**config.mk**
```make
export PLATFORM = sky130hd
export DESIGN_NAME = layer_sched
export DESIGN_NICKNAME = d
export VERILOG_FILES = /design/src/rtl/layer_sched_pkg.sv /design/src/rtl/layer_sched_desc_ram.sv /design/src/rtl/layer_sched.sv
export SDC_FILE = /design/constraint.sdc
export NUM_CORES = 1
export LEC_CHECK = 0
export CORE_UTILIZATION = 55
export DETAILED_ROUTE_END_ITERATION = 10
export DONT_BUFFER_PORTS = 1
export GPL_TIMING_DRIVEN = 0
export PLACE_DENSITY = 0.81
export SYNTH_ARGS = -nofsm -noshare
export SYNTH_HDL_FRONTEND = slang
export SYNTH_SLANG_ARGS = --single-unit
```
**constraint.sdc**
```tcl
create_clock -name clk -period 9.4 [get_ports clk]
set_input_delay 1.88 -clock clk [delete_from_list [all_inputs] [get_ports clk]]
set_output_delay 1.88 -clock clk [all_outputs]
set_load 0.1 [all_outputs]
```
**src/rtl/layer_sched_pkg.sv**
```systemverilog
// Shared types for the multi-layer sequencer in front of ctrl_core.
package layer_sched_pkg;

   localparam int LWIDTH   = 10;
   localparam int IMGSIZE  = 12;
   localparam int NETSIZE  = 11;
   localparam int LAYERS   = 8;
   localparam int LAYERLOG = 3;

   typedef enum logic [2:0] {
      S_IDLE,
      S_FETCH,
      S_CHECK,
      S_ISSUE,
      S_ACKLO,
      S_RUN,
      S_DONE
   } state_t;

   typedef struct packed {
      logic [LWIDTH-1:0]  total_out;
      logic [LWIDTH-1:0]  total_in;
      logic [LWIDTH-1:0]  img_size;
      logic [LWIDTH-1:0]  fil_size;
      logic [NETSIZE-1:0] net_addr;
   } layer_desc_t;

   function automatic logic desc_valid(input layer_desc_t d);
      return (d.fil_size != '0) && (d.img_size != '0) &&
             (d.total_in != '0) && (d.total_out != '0) &&
             (d.fil_size <= d.img_size);
   endfunction

endpackage

```
**src/rtl/layer_sched_desc_ram.sv**
```systemverilog
// Layer descriptor table: one write port, registered read port, no reset.
module layer_desc_ram
   import layer_sched_pkg::*;
(
   input  logic                clk,
   input  logic                we,
   input  logic [LAYERLOG-1:0] waddr,
   input  layer_desc_t         wdata,
   input  logic [LAYERLOG-1:0] raddr,
   output layer_desc_t         rdata
);

   layer_desc_t mem [LAYERS];

   always_ff @(posedge clk) begin
      if (we)
         mem[waddr] <= wdata;
      rdata <= mem[raddr];
   end

endmodule

```
**src/rtl/layer_sched.sv**
```systemverilog
// Sequences one ctrl_core request per layer descriptor,
// ping-ponging image buffers A/B between consecutive layers.
module layer_sched
   import layer_sched_pkg::*;
(
   input  logic                clk,
   input  logic                xrst,
   input  logic                start,
   input  logic [LAYERLOG:0]   n_layer,
   input  logic [IMGSIZE-1:0]  buf_a_addr,
   input  logic [IMGSIZE-1:0]  buf_b_addr,
   input  logic                abort,
   input  logic                cfg_we,
   input  logic [LAYERLOG-1:0] cfg_addr,
   input  logic [LWIDTH-1:0]   cfg_total_out,
   input  logic [LWIDTH-1:0]   cfg_total_in,
   input  logic [LWIDTH-1:0]   cfg_img_size,
   input  logic [LWIDTH-1:0]   cfg_fil_size,
   input  logic [NETSIZE-1:0]  cfg_net_addr,
   input  logic                core_ack,
   output logic                core_req,
   output logic [LWIDTH-1:0]   core_total_out,
   output logic [LWIDTH-1:0]   core_total_in,
   output logic [LWIDTH-1:0]   core_img_size,
   output logic [LWIDTH-1:0]   core_fil_size,
   output logic [IMGSIZE-1:0]  core_input_addr,
   output logic [IMGSIZE-1:0]  core_output_addr,
   output logic [NETSIZE-1:0]  core_net_addr,
   output logic                busy,
   output logic                done,
   output logic                aborted,
   output logic                desc_err,
   output logic [LAYERLOG-1:0] cur_layer,
   output logic [IMGSIZE-1:0]  result_addr
);

   state_t              state;
   layer_desc_t         cfg_desc;
   layer_desc_t         rd_desc;
   logic [LAYERLOG:0]   n_q;
   logic [IMGSIZE-1:0]  a_q;
   logic [IMGSIZE-1:0]  b_q;
   logic [IMGSIZE-1:0]  last_out;
   logic [LAYERLOG-1:0] layer;
   logic [LAYERLOG:0]   layer_nx;
   logic                abort_q;
   logic                abort_hit;
   logic                is_last;

   assign cfg_desc  = '{total_out: cfg_total_out,
                        total_in:  cfg_total_in,
                        img_size:  cfg_img_size,
                        fil_size:  cfg_fil_size,
                        net_addr:  cfg_net_addr};
   assign cur_layer = layer;
   assign layer_nx  = {1'b0, layer} + {{LAYERLOG{1'b0}}, 1'b1};
   assign is_last   = (layer_nx == n_q);
   assign abort_hit = abort | abort_q;

   layer_desc_ram u_ram (
      .clk   (clk),
      .we    (cfg_we & ~busy),
      .waddr (cfg_addr),
      .wdata (cfg_desc),
      .raddr (layer),
      .rdata (rd_desc)
   );

   always_ff @(posedge clk or negedge xrst) begin
      if (!xrst) begin
         state            <= S_IDLE;
         core_req         <= 1'b0;
         core_total_out   <= '0;
         core_total_in    <= '0;
         core_img_size    <= '0;
         core_fil_size    <= '0;
         core_input_addr  <= '0;
         core_output_addr <= '0;
         core_net_addr    <= '0;
         busy             <= 1'b0;
         done             <= 1'b0;
         aborted          <= 1'b0;
         desc_err         <= 1'b0;
         result_addr      <= '0;
         n_q              <= '0;
         a_q              <= '0;
         b_q              <= '0;
         last_out         <= '0;
         layer            <= '0;
         abort_q          <= 1'b0;
      end else begin
         core_req <= 1'b0;
         done     <= 1'b0;
         if (busy && abort)
            abort_q <= 1'b1;
         unique case (state)
            S_IDLE: begin
               if (start && n_layer == '0) begin
                  aborted     <= 1'b0;
                  desc_err    <= 1'b0;
                  result_addr <= buf_a_addr;
                  done        <= 1'b1;
                  state       <= S_DONE;
               end else if (start) begin
                  n_q      <= n_layer;
                  a_q      <= buf_a_addr;
                  b_q      <= buf_b_addr;
                  last_out <= buf_a_addr;
                  aborted  <= 1'b0;
                  desc_err <= 1'b0;
                  abort_q  <= 1'b0;
                  busy     <= 1'b1;
                  layer    <= '0;
                  state    <= S_FETCH;
               end
            end
            S_FETCH: begin
               if (abort_hit) begin
                  aborted     <= 1'b1;
                  result_addr <= last_out;
                  done        <= 1'b1;
                  state       <= S_DONE;
               end else begin
                  state <= S_CHECK;
               end
            end
            S_CHECK: begin
               if (abort_hit) begin
                  aborted     <= 1'b1;
                  result_addr <= last_out;
                  done        <= 1'b1;
                  state       <= S_DONE;
               end else if (!desc_valid(rd_desc)) begin
                  desc_err    <= 1'b1;
                  result_addr <= last_out;
                  done        <= 1'b1;
                  state       <= S_DONE;
               end else begin
                  core_total_out   <= rd_desc.total_out;
                  core_total_in    <= rd_desc.total_in;
                  core_img_size    <= rd_desc.img_size;
                  core_fil_size    <= rd_desc.fil_size;
                  core_net_addr    <= rd_desc.net_addr;
                  core_input_addr  <= layer[0] ? b_q : a_q;
                  core_output_addr <= layer[0] ? a_q : b_q;
                  state            <= S_ISSUE;
               end
            end
            S_ISSUE: begin
               core_req <= 1'b1;
               state    <= S_ACKLO;
            end
            S_ACKLO: begin
               if (!core_ack)
                  state <= S_RUN;
            end
            S_RUN: begin
               if (core_ack) begin
                  last_out <= core_output_addr;
                  if (abort_hit) begin
                     aborted     <= 1'b1;
                     result_addr <= core_output_addr;
                     done        <= 1'b1;
                     state       <= S_DONE;
                  end else if (is_last) begin
                     result_addr <= core_output_addr;
                     done        <= 1'b1;
                     state       <= S_DONE;
                  end else begin
                     layer <= layer_nx[LAYERLOG-1:0];
                     state <= S_FETCH;
                  end
               end
            end
            S_DONE: begin
               busy  <= 1'b0;
               state <= S_IDLE;
            end
            default: state <= S_IDLE;
         endcase
      end
   end

endmodule

```
==> results by group <==
Floorplanning
  • Die W: 205 um
  • Initial Util: 55.7%
  • Die footprint: 42,100 um^2
  • Die span in y: 205 um
  • I/O pins: 183
  • Row cnt: 74
  • CORE AREA: 40,800 um^2

Power
  • Static leakage power: 9.14 nW
  • Worst IR drop on VDD: 0.167 mV
  • Reg power frac: 52.5%
  • Internal Power: 5.17 mW
  • Clock network fraction of design power: 32.6%
  • NetSw: 2.43 mW
  • Sw Share: 32.0%
  • Logic pwr share: 14.9%
  • Pwr Density: 293 nW/um^2

Detailed routing
  • Vias: 11,500
  • Initial DRT Pass Iterations: 5
  • Post-Route WL: 50.3 mm
  • Post-DRT Antenna Nets: 0
  • Post-DR wirelength/cell: 27.2 um
  • Residual DRC: 0
  • Vias per inst: 6.20
  • DR iter-0 viols: 1,213

Timing
  • Least-Margin Pin Slew: 1.31 ns
  • Final hold viol count: 0
  • Final Critical Period: 3.71 ns
  • Setup Viol. Count Final: 0
  • Unrepaired setup endpoints after global routing: no
  • Period utilization: 39.5%
  • Clock skew: 0.0267 ns
  • Setup WS post-layout: 5.69 ns
  • Max Freq: 269 MHz
  • Worst rel slew slack: 12.8%
  • Fin. max-slew vios: 0

Synthesis
  • Synth cell count leaders: edfxtp_1 (408), dfrtp_1 (139), mux4_2 (102)
  • Synth area leader: edfxtp_1
  • Post-synth EDFFs: 408
  • Syn Area/Cell: 19.2 um^2
  • Cell variety after synth: 56
  • Post-synthesis cell count: 1,187
  • Top-count cell post-synth: edfxtp_1
  • Mapped Area: 22,700 um^2
  • Synth warn: 0
  • Sequential fraction of the synthesis area: 73.7%
  • Main synth FF type: edfxtp_1
  • Syn_nets: 1,286
  • Register bit total from synthesis: 598
  • Synth top area share: 53.9%
  • Synth area leaders: edfxtp_1 (54%), dfrtp_1 (15%), mux4_2 (10%)
  • Asr flop ratio synth: 23.2%

Clocking
  • Cts repair resizes: 0
  • Clk sinks: 598
  • Clock latency on the worst-skew pair: 0.62 ns
  • CTS root buf: clkbuf_16
  • Hold-fix buffer count after cts: 0
  • CTS max path bufs: 3
  • Htree depth: 2
  • CTS tree: done
  • Post-CTS Setup Inserts: 0
  • Clock input transition at the sequential cells of the worst setup and hold paths: 0.07 ns
  • Num CTS Buffers: 57

Global routing
  • Largest net degree at the start of global routing: 140
  • Vias in the first global route: 12,000
  • Total GRT Usage: 24.4%
  • First-pass GRT wire length: 74.1 mm
  • Grt ovf: 0
  • Number of antenna violations at the first check in global routing: 1

Worst setup path
  • CP required: 7.52 ns
  • Max FO, Critical Path: 5
  • CP Class: reg -> out
  • CP endpoint kind: output port
  • Reg-to-reg slack, setup: 5.93 ns
  • Startpoint Class: flop
  • Critical Path AT: 1.83 ns

Placed design
  • I/O Buffers: 0
  • GP Congestion: 0.860
  • HPWL after DPL: 32.1 mm
  • Worst slack, placed: 5.48 ns

Layout
  • Area growth, synth to finish: 14.1%
  • Fin util: 63.5%
  • Final net count: 1,370
  • Layout cells sized above 1: 28.0%

Outcome
  • Status: finished clean

Worst hold path
  • HP Class: reg -> reg

Flow run
  • Max cap viols: 0
[worst paths after layout]
path | cells past startpoint | to | start
min in group asynchronous | 0 | result_addr[4] | xrst
max | 0 | busy | busy
max reg2reg | 5 | u_ram.rdata[28] | cur_layer[1]
max in group asynchronous | 0 | core_total_in[9] | xrst
min reg2reg | 1 | core_net_addr[2] | u_ram.rdata[2]
min | 1 | core_net_addr[2] | u_ram.rdata[2]
[state kept, by name (all words and copies together), names as in the netlist]
name              flops
core_img_size        10
n_q                   4
result_addr          12
core_total_out       10
last_out             12
core_total_in        10
done                  1
state                 3
core_req              1
cur_layer             3
abort_q               1
u_ram.rdata          51
aborted               1
core_output_addr     12
busy                  1
core_fil_size        10
desc_err              1
b_q                  12
a_q                  12
core_input_addr      12
core_net_addr        11
u_ram.mem           408
[through the flow]
step	setup TNS [ns]	instances	hold slack [ns]	instance area, um^2	total power [mW]
2_1_floorplan	0	1187	0.417	22700	4.84
3_3_place_gp	-38.64	1719	0.420	23400	5.11
3_5_place_dp	0	1744	0.427	23900	5.17
4_1_cts	0	1852	0.433	25900	7.64
5_1_grt	0	1852	0.458	25900	7.84
6_report	0	1854	0.428	25900	7.60
[cells by family after synthesis]
| group | Yosys count | synth area share, % |
|---|---|---|
| buffers and inverters | 77 | 1.66 |
| AOI/OAI and AO/OA | 115 | 3.28 |
| adders and majority gates | 11 | 0.605 |
| and+or+nand+nor | 129 | 3.00 |
| DFF | 598 | 73.7 |
| xor gates and xnor gates | 3 | 0.116 |
| muxes | 254 | 17.7 |
[final cells by class]
| type | count | area (um^2) |
|---|---|---|
| Clock buffer | 73 | 1610 |
| Clock inverter | 35 | 465 |
| Fill cell | 2606 | 14900 |
| Timing Repair Buffer | 25 | 402 |
| Antenna cell | 2 | 5.00 |
| Sequential cell | 598 | 16800 |
| Buffer | 60 | 314 |
| Inverter | 17 | 63.8 |
| Tap cell | 532 | 666 |
| Multi-Input combinational cell | 512 | 5660 |
[power by group through the flow]
stage	sequential, mW	clock [mW]	combinational, mW
detailed placement	4.04	0	1.13
finish	3.99	2.48	1.13
global placement	4.04	0	1.07
global route	4.02	2.60	1.23
CTS	3.99	2.51	1.14
floorplan	3.95	0	0.893
[layer usage]
metal / vias to the layer above / global-route usage [%] / wire length, um
li1: 4860 / - / -
met1: 5979 / 31.5 / 19300
met2: 543 / 38.2 / 24100
met3: 107 / 7.78 / 5140
met4: 0 / 10.5 / 1780
met5: - / 0 / 0
[cell usage in the layout (no fill, tap or decap), types with 11 or more instances in the layout]
master	instances
edfxtp_1	408
dfrtp_1	139
mux4_2	102
mux2_2	78
clkbuf_16	58
dfxtp_1	51
nand2_1	50
o21ai_0	45
mux2_1	41
a21oi_1	35
clkbuf_1	33
mux2i_1	24
buf_2	21
nor2_1	19
buf_6	16
inv_1	16
and2_1	12
a221o_1	12
buf_12	11
ha_1	11
Note: power is estimated with default switching activity, not from simulation.
